File: src/rtl/seq_chunk_adder.sv
// seq_chunk_adder: multi-cycle add/subtract, CHUNK bits per cycle, LSB chunk first.
// Optional zero/negative/overflow flag outputs are enabled by defining ADDER_FLAGS_EN.
module seq_chunk_adder #(
  parameter int WIDTH = 32,
  parameter int CHUNK = 8
) (
  input  logic             clk,
  input  logic             rst,
  input  logic             start,
  input  logic             sub,
  input  logic [WIDTH-1:0] input1,
  input  logic [WIDTH-1:0] input2,
  output logic [WIDTH-1:0] out,
  output logic             carry_out,
  output logic             busy,
  output logic             done
`ifdef ADDER_FLAGS_EN
  ,
  output logic             zero,
  output logic             negative,
  output logic             overflow
`endif
);
  localparam int NCHUNK = WIDTH / CHUNK;
  localparam int IW = NCHUNK > 1 ? $clog2(NCHUNK) : 1;
  localparam logic [IW-1:0] LAST = IW'(NCHUNK - 1);
  typedef enum logic [1:0] {IDLE, RUN, DONE} state_t;
  state_t r_state, w_next;
  logic [WIDTH-1:0] r_a, r_b, w_res;
  logic [IW-1:0] r_idx;
  logic r_carry, w_last;
  logic [CHUNK:0] w_sum;
  assign w_last = r_idx == LAST;
  assign w_sum = {1'b0, r_a[r_idx*CHUNK +: CHUNK]} + {1'b0, r_b[r_idx*CHUNK +: CHUNK]} + (CHUNK+1)'(r_carry);
  // On the last chunk w_res is the complete result, so flags can be taken from it directly.
  always_comb begin
    w_res = out;
    w_res[r_idx*CHUNK +: CHUNK] = w_sum[CHUNK-1:0];
  end
  always_ff @(posedge clk) begin
    if (rst) r_state <= IDLE;
    else r_state <= w_next;
  end
  always_comb begin
    w_next = r_state == IDLE ? (start ? RUN : IDLE) : r_state == RUN ? (w_last ? DONE : RUN) : IDLE;
    busy = r_state == RUN;
    done = r_state == DONE;
  end
  always_ff @(posedge clk) begin
    if (rst) begin
      out <= '0;
      carry_out <= 1'b0;
      r_idx <= '0;
      r_carry <= 1'b0;
      r_a <= '0;
      r_b <= '0;
    end else if (r_state == IDLE && start) begin
      r_a <= input1;
      r_b <= sub ? ~input2 : input2;
      r_idx <= '0;
      r_carry <= sub;
    end else if (r_state == RUN) begin
      out <= w_res;
      r_carry <= w_sum[CHUNK];
      r_idx <= w_last ? '0 : r_idx + 1'b1;
      if (w_last) carry_out <= w_sum[CHUNK];
    end
  end
`ifdef ADDER_FLAGS_EN
  always_ff @(posedge clk) begin
    if (rst) begin
      zero <= 1'b0;
      negative <= 1'b0;
      overflow <= 1'b0;
    end else if (r_state == RUN && w_last) begin
      zero <= w_res == '0;
      negative <= w_res[WIDTH-1];
      overflow <= (r_a[WIDTH-1] == r_b[WIDTH-1]) && (w_res[WIDTH-1] != r_a[WIDTH-1]);
    end
  end
`endif
endmodule

File: config.mk
export PLATFORM = sky130hd
export DESIGN_NAME = seq_chunk_adder
export DESIGN_NICKNAME = d
export VERILOG_FILES = /design/src/rtl/seq_chunk_adder.sv
export SDC_FILE = /design/constraint.sdc
export NUM_CORES = 1
export LEC_CHECK = 0
export CAP_MARGIN = 10
export CORE_ASPECT_RATIO = 0.75
export CORE_UTILIZATION = 45
export CTS_CLUSTER_DIAMETER = 40
export DETAILED_ROUTE_END_ITERATION = 8
export GPL_TIMING_DRIVEN = 0
export PLACE_DENSITY_LB_ADDON = 0.05
export REMOVE_ABC_BUFFERS = 1
export SLEW_MARGIN = 25
export SYNTH_ARGS = -nofsm -noshare
export SYNTH_HDL_FRONTEND = slang
export SYNTH_SLANG_ARGS = --single-unit
File: constraint.sdc
create_clock -name clk -period 3.8 [get_ports clk]
set_clock_uncertainty 0.05 [all_clocks]
set_input_delay 0.76 -clock clk [delete_from_list [all_inputs] [get_ports clk]]
set_output_delay 0.76 -clock clk [all_outputs]
set_load 0.01 [all_outputs]
# Yosys cells after proc, flatten, opt, wreduce, memory -nomap -nowiden
# Cells that the tools add are included.
# op_classes
n_addsub,4
n_eq_ne,3
shifts,4
muxes,9
bitwise_logic,2
n_reduce_logical,6
# ops
cell,n
32-bit by 6-bit variable part select with 8-bit output,2
5-bit negator with 34-bit output,1
8-bit by 34-bit variable shift with 32-bit output (first input constant),1
8-bit by 34-bit variable part select with 32-bit output,1
32-bit bitwise mux,1
32-bit 2-to-1 mux,1
32-bit NOT,1
8-bit by 8-bit adder with 9-bit output,1
9-bit by 1-bit adder with 9-bit output,1
2-bit 2-to-1 mux,4
2-bit == test (second input constant),2
1-bit 2-to-1 mux,3
3-bit AND reduction,1
2-bit by 1-bit adder with 2-bit output (second input constant),1
2-bit by 1-bit == test with 1-bit output (second input constant),1
2-bit zero test,1
2-bit AND reduction,1
2-bit nonzero test,1
2-bit OR reduction,1
1-bit logical AND,1
1-bit NOT,1
# word_totals
ff_bits,102
inputBits,68
out_inout_bits,35

# Depth between registers and ports, before layout
# depth
depth_word,5
ltp_mapped,9
mapped_depth_nobuf,8

# Worst setup path after synthesis
# OpenSTA, ideal clock, no wires.
# synth_path
kind,reg-to-reg
startpoint,register r_idx[0]
endpoint,register out[22]
setup_time_ns,0.125
arrival_ns,2.701
setup_slack_ns,0.924
path_stages_with_launch,10
n_path_buf,1
period_less_slack_ns,2.876
path_cell_list,dfxtp_1 > buf_6 > mux4_2 > fa_1 > fa_1 > a21oi_1 > o21ai_0 > a21oi_1 > xor2_1 > o21ai_0
# synth_via
elab_chain_cells,5
# synth_lines
item,line_no,rtl
"start, declared",30,logic [IW-1:0] r_idx;
"start signal, assigned",65,r_idx <= w_last ? '0 : r_idx + 1'b1;
32-bit by 6-bit variable part select with 8-bit output,34,"assign w_sum = {1'b0, r_a[r_idx*CHUNK +: CHUNK]} + {1'b0, r_b[r_idx*CHUNK +: CHUNK]} + (CHUNK+1)'(r_carry);"
8-bit by 8-bit adder with 9-bit output,34,
9-bit by 1-bit adder with 9-bit output,34,
8-bit by 34-bit variable part select with 32-bit output,38,w_res[r_idx*CHUNK +: CHUNK] = w_sum[CHUNK-1:0];
32-bit bitwise mux (*),38,
"end signal, assigned",63,out <= w_res;
"end, declared",13,"output logic [WIDTH-1:0] out,"
# Every way passes the cells marked *; elsewhere a longest branch is shown, timed or not.
# A chain may end at the register's enable or synchronous reset.

# Final worst setup path
# Same ends and word-level chain as after synthesis.

==> results.toml <==
[run_status]
outcome = "completed"

[setup_path]
cp-startpoint = "r_idx[0]"
critical_path_class = "reg2reg"
rr_startpoint = "r_idx[0]"
critPathLaunchType = "flip-flop"
slowest_delay_ns = 0.56
crit_fanout = 15
cp_num_buf_inv = 1
slowest_stage = "mux4_2"
r2r.worst_path.cells = 9
crit_chain = "buf_12 > mux4_2 > fa_1 > fa_1 > a21oi_1 > o21ai_0 > a21oi_1 > xor2_1 > o21ai_0"
crit_required_ns = 3.96
worst_setup_path_end_kind = "flip-flop"
cp.arrival_ns = 3.66
cpLargestDelayFamily = "adder cells"
path_depth = 9

[finish]
syn2layout_area_growth_pct = 30.4
fillers = 877
drive_above_1_share_pct = 9.60
utilization_pct = 61.6
diodes = 0
instances_no_fill = 705
fin_nets = 651

[floorplan]
die_area_um2 = 10800
die_w_um = 119
rows = 31
start_util_pct = 47.3
chipHeight_um = 90.1
core_um2 = 9850
io_pins = 103

[sta]
layout_min_cycle_time_ns = 3.51
slew_headroom_pct = 54.1
setup_viol = 0
finalCritPeriodShare_pct = 92.3
rsz0062_at_grt = "no"
hold_ws_ns = 0.404
fmax_mhz = 285
tightest_slew_ns = 0.686
drv_slew = 0
finalHoldViolCount = 0

[synth]
synth_edf_count = 0
ys_seq_area_share_pct = 43.9
syn_avg_cell_area_um2 = 9.58
synth_top_flop_cell = "dfxtp_1"
async_flop_share_pct = 0
syn_inst = 486
ys_warn_count = 0
ys_ff_latch = 102
yosysUniqueCellTypes = 41
syn_area_um2 = 4660

[clock_network]
clk_pin_slew_ns = 0.07
htreeDepth = 3
cts_tree = "yes"
cts_buffers = 9
postCtsResizedCells = 0
numClockSinks = 102
cts_hold_buf = 0
cts-root-buf = "clkbuf_16"
cts_setup_buffers = 0
clk_latency_ns = 0.35
clk_path_buf_depth = 2

[global_route]
grt-ovfl-total = 0
grt_usage_pct = 20.8
antenna_found_initial = 0
grt_max_degree = 70
grt_pass1_wl_um = 17600
grt_pass1_vias = 3580

[place]
gp_congestion = 0.720
post-dp-hpwl_um = 7340
numPortBuffers = 102
dp.cells = 689

[min_path]
hold_class = "reg2reg"
whs_path_depth = 2
min_from = "r_a[14]"

[routing]
avgViaCountPerCell = 5.22
ant_nets = 0
drt_pre_antenna_iters = 4
wl_per_cell_um = 14.9
dr.first_iter.drc_count = 253
wl_um = 10500
route.vias.total = 3678
drcViolationCount = 0

[job]
cap_violations = 0

[pwr]
ir_drop_uv = 217
switching_share_pct = 25.6
pwr-share-comb_pct = 16.4
clockPowerShare_pct = 38.4
p_total_uw = 2580
leakagePower_uw = 0.00219
seq_power_share_pct = 45.2
switchingPower_uw = 660
pwr_density_cell_nw_per_um2 = 424
p_int_uw = 1920
==> tightest hold or removal path, stage by stage (launching register included) <==
cell     delay (ns)
dfxtp_1        0.31
nand2_1        0.05
a21oi_1        0.05
==> area by class of cell <==
| type | count | area [um2] | share of cell area (%) |
|---|---|---|---|
| clock inverter | 7 | 95.1 | 1.57 |
| clock buffer | 9 | 225 | 3.71 |
| inverter | 4 | 15.0 | 0.247 |
| timing repair buffer | 106 | 1100 | 18.1 |
| tap | 132 | 165 | 2.72 |
| multi-input combinational | 345 | 2430 | 40.0 |
| sequential | 102 | 2040 | 33.7 |
==> metrics by stage <==
| step | cell area [um2] | setup TNS (ns) | setup WS [ns] |
|---|---|---|---|
| floorplan | 4480 | 0 | 0.348 |
| global placement | 5670 | -38.14 | -0.671 |
| finish | 6070 | 0 | 0.292 |
| global route | 6070 | 0 | 0.127 |
| CTS | 6070 | 0 | 0.289 |
| detailed placement | 5750 | 0 | 0.329 |
==> cell usage after synthesis (5+ instances only) <==
cell	count	area, um2
nand2_1	67	251
dfxtp_1	102	2040
o21ai_0	5	25.0
nor2_1	63	236
mux4_2	16	360
nand3b_1	8	60.1
ha_1	13	163
a21oi_1	40	200
clkbuf_1	19	71.3
a22oi_1	24	180
buf_2	11	55.1
xnor2_1	33	289
a211oi_1	35	263
==> final timing paths <==
check | to | slack [ns]
setup / recovery | out[22] | 0.29
hold reg to reg | r_a[14] | 0.40
hold / removal | r_a[14] | 0.40
setup reg to reg | out[22] | 0.29
==> cell usage in the layout (no fill, tap or decap), types with 2 or more instances in the layout <==
master and instances:
nand2_4 2, a22oi_1 24, fa_1 2, clkdlybuf4s50_1 100
clkinv_2 2, xor2_1 4, o21a_1 2, nor4_4 3
o21ai_1 4, inv_6 2, a211oi_1 35, o22ai_1 2
inv_1 4, nand2b_2 2, dfxtp_1 100, nor3_1 2
a21oi_1 40, nand2_1 66, o21ai_0 5, clkbuf_16 9
nand2_2 3, ha_1 13, nand3b_1 8, bufinv_16 2
buf_12 3, nand2b_1 4, mux4_2 16, xnor2_1 33
dfxtp_2 2, nor2_1 63
==> metal layers <==
layer	wire, um	global-route usage [%]
met1	5030	27.2
met3	426	4.95
met5	0	0
met2	5020	34.3
met4	44	5.63
==> cells by family (layout without fill, tap and decap cells) <==
logic type,Yosys count,in the layout,share of synthesized area (%)
adder cells (fa/ha/maj),15,15,4.35
flip-flops,102,102,43.9
XOR/XNOR,37,37,6.96
AO/OA/AOI/OAI,117,117,16.3
multiplexers,17,17,7.95
AND/OR/NAND/NOR,159,159,16.4
buffers and inverters,39,126,4.11
==> sequential cells by signal (all words and copies together) (netlist names) <==
signal     count
out           32
r_a           32
r_b           32
r_idx          2
r_state        2
carry_out      1
r_carry        1
==> power groups by stage <==
stage	logic, uW	registers (uW)	clock network (uW)
after floorplan	240	1180	0
after global placement	411	1190	0
after detailed placement	426	1190	0
after CTS	429	1160	1010
after global routing	470	1170	1050
final	424	1160	990
Power figures use the tool's default switching activity.
